### config.mk
export PLATFORM = sky130hd
export DESIGN_NAME = decode_mc_iter
export DESIGN_NICKNAME = d
export VERILOG_FILES = /design/src/rtl/decode_pkg.sv /design/src/rtl/exe_wait_timer.sv /design/src/rtl/decode_mc_iter.sv
export SDC_FILE = /design/constraint.sdc
export NUM_CORES = 1
export LEC_CHECK = 0
export ABC_AREA = 1
export BUFFER_PORTS_ARGS = -buffer_cell sky130_fd_sc_hd__buf_2
export CAP_MARGIN = 30
export CORE_UTILIZATION = 40
export DETAILED_ROUTE_END_ITERATION = 12
export PLACE_DENSITY = 0.72
export SYNTH_ARGS = -nofsm -noshare
export SYNTH_HDL_FRONTEND = slang
export SYNTH_SLANG_ARGS = --single-unit
### constraint.sdc
create_clock -name clk -period 3.4 [get_ports clk]
set_clock_uncertainty 0.2 [all_clocks]
set_input_delay 0 -clock clk [delete_from_list [all_inputs] [get_ports clk]]
set_output_delay 0 -clock clk [all_outputs]
set_load 0.01 [all_outputs]
### src/rtl/decode_pkg.sv
// Shared definitions for the multicycle ARM-subset controller.
// Holds the FSM state encoding, ALU control codes, data-processing cmd
// encodings and small decode helpers used by decode_mc_iter.
// Optional feature macro consumed elsewhere: DECODE_LONGMUL_EN.
package decode_pkg;

    typedef enum logic [3:0] {
        S_FETCH   = 4'd0,
        S_DECODE  = 4'd1,
        S_MEMADR  = 4'd2,
        S_MEMRD   = 4'd3,
        S_MEMWB   = 4'd4,
        S_MEMWR   = 4'd5,
        S_EXER    = 4'd6,
        S_EXEI    = 4'd7,
        S_EXEWAIT = 4'd8,
        S_ALUWB   = 4'd9,
        S_ALUWBHI = 4'd10,
        S_BRANCH  = 4'd11,
        S_UNK     = 4'd12
    } state_e;

    // ALU control codes (3-bit, zero-extended to the port width)
    localparam logic [2:0] ALU_ADD  = 3'b000;
    localparam logic [2:0] ALU_SUB  = 3'b001;
    localparam logic [2:0] ALU_AND  = 3'b010;
    localparam logic [2:0] ALU_ORR  = 3'b011;
    localparam logic [2:0] ALU_DIV  = 3'b100;
    localparam logic [2:0] ALU_UMUL = 3'b101;
    localparam logic [2:0] ALU_SMUL = 3'b110;
    localparam logic [2:0] ALU_MUL  = 3'b111;

    // Data-processing cmd field encodings (Funct[4:1])
    localparam logic [3:0] CMD_ADD  = 4'b0100;
    localparam logic [3:0] CMD_SUB  = 4'b0010;
    localparam logic [3:0] CMD_AND  = 4'b0000;
    localparam logic [3:0] CMD_ORR  = 4'b1100;
    localparam logic [3:0] CMD_MUL  = 4'b1001;
    localparam logic [3:0] CMD_SMUL = 4'b1101;
    localparam logic [3:0] CMD_UMUL = 4'b1111;
    localparam logic [3:0] CMD_DIV  = 4'b0001;

    // Map a cmd onto its ALU code; unrecognised cmds execute as ADD
    function automatic logic [2:0] alu_decode(input logic [3:0] cmd);
        logic [2:0] code;
        case (cmd)
            CMD_ADD:  code = ALU_ADD;
            CMD_SUB:  code = ALU_SUB;
            CMD_AND:  code = ALU_AND;
            CMD_ORR:  code = ALU_ORR;
            CMD_MUL:  code = ALU_MUL;
            CMD_SMUL: code = ALU_SMUL;
            CMD_UMUL: code = ALU_UMUL;
            CMD_DIV:  code = ALU_DIV;
            default:  code = ALU_ADD;
        endcase
        return code;
    endfunction

    // Cmds handled by the variable-latency iterative unit
    function automatic logic is_iter(input logic [3:0] cmd);
        return (cmd == CMD_MUL) || (cmd == CMD_SMUL) ||
               (cmd == CMD_UMUL) || (cmd == CMD_DIV);
    endfunction

    // Cmds producing a 64-bit result with a high word
    function automatic logic is_long(input logic [3:0] cmd);
        return (cmd == CMD_SMUL) || (cmd == CMD_UMUL);
    endfunction

endpackage

### src/rtl/exe_wait_timer.sv
// Wait-cycle counter for the iterative EXECUTE phase.
// Ports:
//   clk, reset  clock / asynchronous active-high reset
//   active      controller is in EXEWAIT this cycle
//   done        iterative unit reports result valid
//   expire_c    combinational: this EXEWAIT cycle is the last one allowed
//   timeout     sticky: an iterative op was forced complete by the limit
module exe_wait_timer #(
    parameter int unsigned EXE_TIMEOUT = 32
) (
    input  logic clk,
    input  logic reset,
    input  logic active,
    input  logic done,
    output logic expire_c,
    output logic timeout
);

    localparam int unsigned CNT_W = (EXE_TIMEOUT > 2) ? $clog2(EXE_TIMEOUT) : 1;
    localparam logic [CNT_W-1:0] CNT_LAST = CNT_W'(EXE_TIMEOUT - 1);

    logic [CNT_W-1:0] cnt;

    assign expire_c = active && (cnt == CNT_LAST);

    // Count while waiting; clear on exit so every op starts from zero
    always_ff @(posedge clk or posedge reset) begin
        if (reset) begin
            cnt     <= '0;
            timeout <= 1'b0;
        end else begin
            if (active && !done && !expire_c) begin
                cnt <= cnt + CNT_W'(1);
            end else begin
                cnt <= '0;
            end
            // A result arriving on the final cycle still counts as on time
            if (expire_c && !done) begin
                timeout <= 1'b1;
            end
        end
    end

endmodule

### src/rtl/decode_mc_iter.sv
// Multicycle ARM-subset controller: main Moore FSM plus ALU/flag decode,
// with a variable-latency EXECUTE for iterative MUL/SMUL/UMUL/DIV.
// Ports:
//   clk, reset           clock / asynchronous active-high reset
//   Op, Funct, Rd        instruction fields instr[27:26], [25:20], [15:12]
//   MulDone              iterative unit result valid (used only in EXEWAIT)
//   FlagW                flag write enables {NZ,CV}
//   PCS NextPC RegW MemW IRWrite AdrSrc ALUSrcA   single-bit enables/selects
//   ResultSrc ALUSrcB ImmSrc RegSrc               2-bit selects
//   ALUControl           ALU operation code
//   MulStart             one-cycle launch pulse for the iterative unit
//   RegWHi               write the high result word
//   ExeTimeout           sticky iterative-op timeout flag
// Build option: DECODE_LONGMUL_EN adds the ALUWBHI high-word writeback for
// SMUL/UMUL; without it RegWHi is tied low.
module decode_mc_iter
    import decode_pkg::*;
#(
    parameter int unsigned ALUCTRL_W   = 3,
    parameter int unsigned EXE_TIMEOUT = 32
) (
    input  logic                 clk,
    input  logic                 reset,
    input  logic [1:0]           Op,
    input  logic [5:0]           Funct,
    input  logic [3:0]           Rd,
    input  logic                 MulDone,
    output logic [1:0]           FlagW,
    output logic                 PCS,
    output logic                 NextPC,
    output logic                 RegW,
    output logic                 MemW,
    output logic                 IRWrite,
    output logic                 AdrSrc,
    output logic [1:0]           ResultSrc,
    output logic [1:0]           ALUSrcB,
    output logic [1:0]           ImmSrc,
    output logic [1:0]           RegSrc,
    output logic                 ALUSrcA,
    output logic [ALUCTRL_W-1:0] ALUControl,
    output logic                 MulStart,
    output logic                 RegWHi,
    output logic                 ExeTimeout
);

    state_e     state, state_n;
    logic [3:0] cmd;
    logic       iflag, sflag, iter;
    logic       branch;
    logic       expire_c;

    assign cmd   = Funct[4:1];
    assign iflag = Funct[5];
    assign sflag = Funct[0];
    assign iter  = is_iter(cmd);

    exe_wait_timer #(.EXE_TIMEOUT(EXE_TIMEOUT)) u_timer (
        .clk      (clk),
        .reset    (reset),
        .active   (state == S_EXEWAIT),
        .done     (MulDone),
        .expire_c (expire_c),
        .timeout  (ExeTimeout)
    );

    // State register
    always_ff @(posedge clk or posedge reset) begin
        if (reset) begin
            state <= S_FETCH;
        end else begin
            state <= state_n;
        end
    end

    // Next-state and Moore output decode
    always_comb begin
        state_n    = state;
        IRWrite    = 1'b0;
        NextPC     = 1'b0;
        RegW       = 1'b0;
        MemW       = 1'b0;
        RegWHi     = 1'b0;
        MulStart   = 1'b0;
        branch     = 1'b0;
        FlagW      = 2'b00;
        AdrSrc     = 1'b0;
        ALUSrcA    = 1'b0;
        ALUSrcB    = 2'b00;
        ResultSrc  = 2'b00;
        ALUControl = '0;
        ImmSrc     = Op;
        RegSrc     = {Op == 2'b01, Op == 2'b10};
        PCS        = 1'b0;

        case (state)
            S_FETCH: begin
                IRWrite   = 1'b1;
                NextPC    = 1'b1;
                ALUSrcA   = 1'b1;
                ALUSrcB   = 2'b10;
                ResultSrc = 2'b10;
                state_n   = S_DECODE;
            end
            S_DECODE: begin
                ALUSrcA   = 1'b1;
                ALUSrcB   = 2'b10;
                ResultSrc = 2'b10;
                case (Op)
                    2'b01:   state_n = S_MEMADR;
                    2'b00:   state_n = iflag ? S_EXEI : S_EXER;
                    2'b10:   state_n = S_BRANCH;
                    default: state_n = S_UNK;
                endcase
            end
            S_MEMADR: begin
                ALUSrcB = 2'b01;
                state_n = sflag ? S_MEMRD : S_MEMWR;
            end
            S_MEMRD: begin
                AdrSrc  = 1'b1;
                state_n = S_MEMWB;
            end
            S_MEMWB: begin
                RegW      = 1'b1;
                ResultSrc = 2'b01;
                state_n   = S_FETCH;
            end
            S_MEMWR: begin
                AdrSrc  = 1'b1;
                MemW    = 1'b1;
                state_n = S_FETCH;
            end
            S_EXER, S_EXEI: begin
                ALUSrcB    = (state == S_EXEI) ? 2'b01 : 2'b00;
                ALUControl = ALUCTRL_W'(alu_decode(cmd));
                if (iter) begin
                    // Flags wait for the iterative result in ALUWB
                    MulStart = 1'b1;
                    state_n  = S_EXEWAIT;
                end else begin
                    FlagW   = {2{sflag}};
                    state_n = S_ALUWB;
                end
            end
            S_EXEWAIT: begin
                // Keep operand select stable while the iterative unit runs
                ALUSrcB    = {1'b0, iflag};
                ALUControl = ALUCTRL_W'(alu_decode(cmd));
                if (MulDone || expire_c) begin
                    state_n = S_ALUWB;
                end
            end
            S_ALUWB: begin
                RegW       = 1'b1;
                ALUControl = ALUCTRL_W'(alu_decode(cmd));
                if (iter) begin
                    FlagW = {2{sflag}};
                end
`ifdef DECODE_LONGMUL_EN
                state_n = (iter && is_long(cmd)) ? S_ALUWBHI : S_FETCH;
`else
                state_n = S_FETCH;
`endif
            end
            S_ALUWBHI: begin
                RegWHi     = 1'b1;
                ALUControl = ALUCTRL_W'(alu_decode(cmd));
                state_n    = S_FETCH;
            end
            S_BRANCH: begin
                ALUSrcB   = 2'b01;
                ResultSrc = 2'b10;
                branch    = 1'b1;
                state_n   = S_FETCH;
            end
            S_UNK: begin
                state_n = S_FETCH;
            end
            default: begin
                state_n = S_FETCH;
            end
        endcase

`ifndef DECODE_LONGMUL_EN
        RegWHi = 1'b0;
`endif

        // Suppress every write/launch while reset is held
        if (reset) begin
            IRWrite  = 1'b0;
            NextPC   = 1'b0;
            RegW     = 1'b0;
            MemW     = 1'b0;
            RegWHi   = 1'b0;
            MulStart = 1'b0;
            FlagW    = 2'b00;
            branch   = 1'b0;
        end

        PCS = ((Rd == 4'hF) && RegW) || branch;
    end

endmodule

==> summary.md <==
| Metric | Value |
|---|---|
| Seq cells post-synth | `10` |
| Setup crit start kind | `flop` |
| Post-synth ARST share | `1.00` |
| GRT overflow | `0` |
| Slack of the worst reg-to-reg path | `1.63 ns` |
| Drt wl/cell | `9.53 um` |
| WHS Endpoint | `state[0]` |
| Die height | `49.9 um` |
| Share of the synthesized area in the top cell type | `0.273` |
| Mapped Area | `917 um^2` |
| Max Slew Vio Count | `0` |
| Antenna diode count | `0` |
| Final #Nets | `198` |
| Peak supply drop | `293 uV` |
| RSZ-0062 raised after global routing | `no` |
| Status | `completed` |
| Mapped Cells | `133` |
| Post-synthesis cell type count | `26` |
| Top FF cell, synth | `dfrtp_1` |
| WP data required | `3.40 ns` |
| Total number of yosys warnings | `0` |
| Die Area | `2490 um^2` |
| Total Routing Usage GR | `0.168` |
| Number of CTS-inserted buffers | `3` |
| Fin Setup TNS | `0 ns` |
| 1st-pass router iterations | `4` |
| WP data arrival | `1.77 ns` |
| Die X | `49.9 um` |
| Synth top cells by count | `nand2_1 (29), nor2_1 (25), inv_1 (19), ha_1 (11), dfrtp_1 (10)` |
| Vias in the first global route | `824` |
| Reg-to-Reg Start | `state[2]` |
| Via/cell ratio | `4.58` |
| Core area | `2060 um^2` |
| WP buf/inv | `1` |
| CP endpoint kind | `flop` |
| Final worst path period share | `0.522` |
| Hold depth | `6` |
| Routability cong. | `0.882` |
| Worst stage delay on the critical path | `0.55 ns` |
| Avg Inst Size Synth | `6.90 um^2` |
| CTS root buf | `clkbuf_4` |
| # DRC | `0` |
| Number of flops mapped to enable cells by yosys | `0` |
| Layout cell share with drive strength beyond 1 | `0.287` |
| Top cells by area, synth | `dfrtp_1 (27%), ha_1 (15%), nand2_1 (12%)` |
| Max Fclk | `564 MHz` |
| Count leader, synth | `nand2_1` |
| DP Wirelength | `1600 um` |
| Initial core utilization | `0.445` |
| Pwr dens | `494 nW/um^2` |
| TritonCTS clock tree | `built` |
| Via count | `906` |
| Setup Fix Bufs, Post-CTS | `0` |
| Seq/Total Area, Yosys | `0.273` |
| Worst hold path type | `primary input to flop` |
| Final Hold Fails | `0` |
| Synth-to-Final Area Change | `26.7%` |
| Crit path depth | `4` |
| Critical Path, Cell by Cell | `nor2_2 -> nand2_1 -> o22ai_1 -> dlygate4sd3_1` |
| Biggest area consumer among synthesized cells | `dfrtp_1` |
| Clock Path Buffers | `2` |
| Hold wc startpoint | `Op[1]` |
| Final setup violation count | `0` |
| Post-Route WL | `1890 um` |
| Worst path slowest cell | `dlygate4sd3_1` |
| Largest net degree at the start of global routing | `13` |
| Crit Path Class | `flop to flop` |
| Initial DRC Count | `20` |
| CP delay by family, top | `buffers and inverters` |
| Pleak | `0.687 nW` |
| Filler cells | `196` |
| Core Rows | `16` |
| Sink Count | `10` |
| I/O pins | `38` |
| Clk Latency, worst-skew pair | `0.26 ns` |
| Global-route wire length before repair | `3240 um` |
| Syn_nets | `159` |
| R2r worst-path depth | `4` |
| MaxCap Viol Count | `0` |
| FF-to-FF End | `state[1]` |
| Clock-pin slew on the worst setup and hold paths | `0.07 ns` |
| # H-tree levels | `1` |
| Worst Path Max Fanout | `6` |
| IO buf count | `36` |
| Final ANT Viol Nets | `0` |
| Initial antenna violation count | `0` |
| Tmin final | `1.77 ns` |
| Post-layout util | `0.564` |
-- kinds of logic after synthesis --
logic type | Yosys count | share of synthesized area
AOI/OAI and AO/OA | 15 | 0.101
other | 1 | 0.00409
xor gates and xnor gates | 1 | 0.00955
adders and majority gates | 11 | 0.150
DFF | 10 | 0.273
and+or+nand+nor | 67 | 0.323
buffers and inverters | 28 | 0.139
-- per-stage QoR --
| stage | hold slack (ns) | instance area [um^2] | setup slack, ns | cells | power (mW) |
|---|---|---|---|---|---|
| after floorplan | -0.344 | 917 | 1.85 | 133 | 0.382 |
| after global placement | -0.130 | 1090 | 1.81 | 190 | 0.456 |
| after detailed placement | -0.131 | 1090 | 1.77 | 190 | 0.462 |
| after CTS | 0.00325 | 1160 | 1.64 | 198 | 0.577 |
| after global routing | 0.0190 | 1160 | 1.50 | 198 | 0.631 |
| final | 0.00459 | 1160 | 1.63 | 198 | 0.574 |
-- layer usage --
metal / global-route usage / wire length (um) / vias up
met2: 0.282 / 866 / 35
met5: 0 / 0 / -
li1: - / - / 482
met3: 0.0370 / 118 / 2
met4: 0.0429 / 15 / 0
met1: 0.215 / 886 / 387
-- worst max-delay path by stage --
| stage | endpoint | slack (ns) | start |
|---|---|---|---|
| after floorplan | state[0] | 1.85 | u_timer.cnt[0] |
| after global placement | state[0] | 1.81 | u_timer.cnt[0] |
| after detailed placement | state[0] | 1.77 | u_timer.cnt[0] |
| after CTS | state[1] | 1.64 | state[2] |
| after global routing | state[1] | 1.50 | state[2] |
| final | state[1] | 1.63 | state[2] |
-- power breakdown --
| part | leakage [nW] | total (mW) | switching [mW] | internal (mW) |
|---|---|---|---|---|
| registers | 0.133 | 0.171 | 0.0308 | 0.140 |
| clock network | 0.0210 | 0.105 | 0.0397 | 0.0649 |
| logic | 0.533 | 0.298 | 0.181 | 0.117 |
-- repair_timing --
item	CTS	global route
gates resized for setup	0	0
hold endpoints to repair	19	0
hold buffers	4	0
-- placed cells by master (no fill, tap or decap), types with 2 or more instances in the layout --
master	instances
buf_2	36
nand3_1	4
inv_2	3
nor2_1	25
o21ai_0	6
ha_1	11
a22oi_1	2
inv_1	19
clkbuf_4	3
dlygate4sd3_1	4
nand2_1	29
dfrtp_1	10
nor2_2	3
-- sequential cells by signal, summed over array words and instances, names as in the netlist --
register,flops
state,4
u_timer.cnt,5
u_timer.timeout,1
-- worst register-to-register path: stages, from the launching register on --
cell	delay, ns
dfrtp_1	0.42
nor2_2	0.24
nand2_1	0.14
o22ai_1	0.16
dlygate4sd3_1	0.55
-- layout make-up --
class / instances / area [um^2] / area share
clock buffers: 4 / 36.3 / 0.0312
inverters: 22 / 82.6 / 0.0710
multi-input cells: 95 / 539 / 0.464
well taps: 27 / 33.8 / 0.0291
repair buffers: 40 / 220 / 0.189
flip-flops and latches: 10 / 250 / 0.215
No activity file was read; power rests on OpenSTA's default activity.
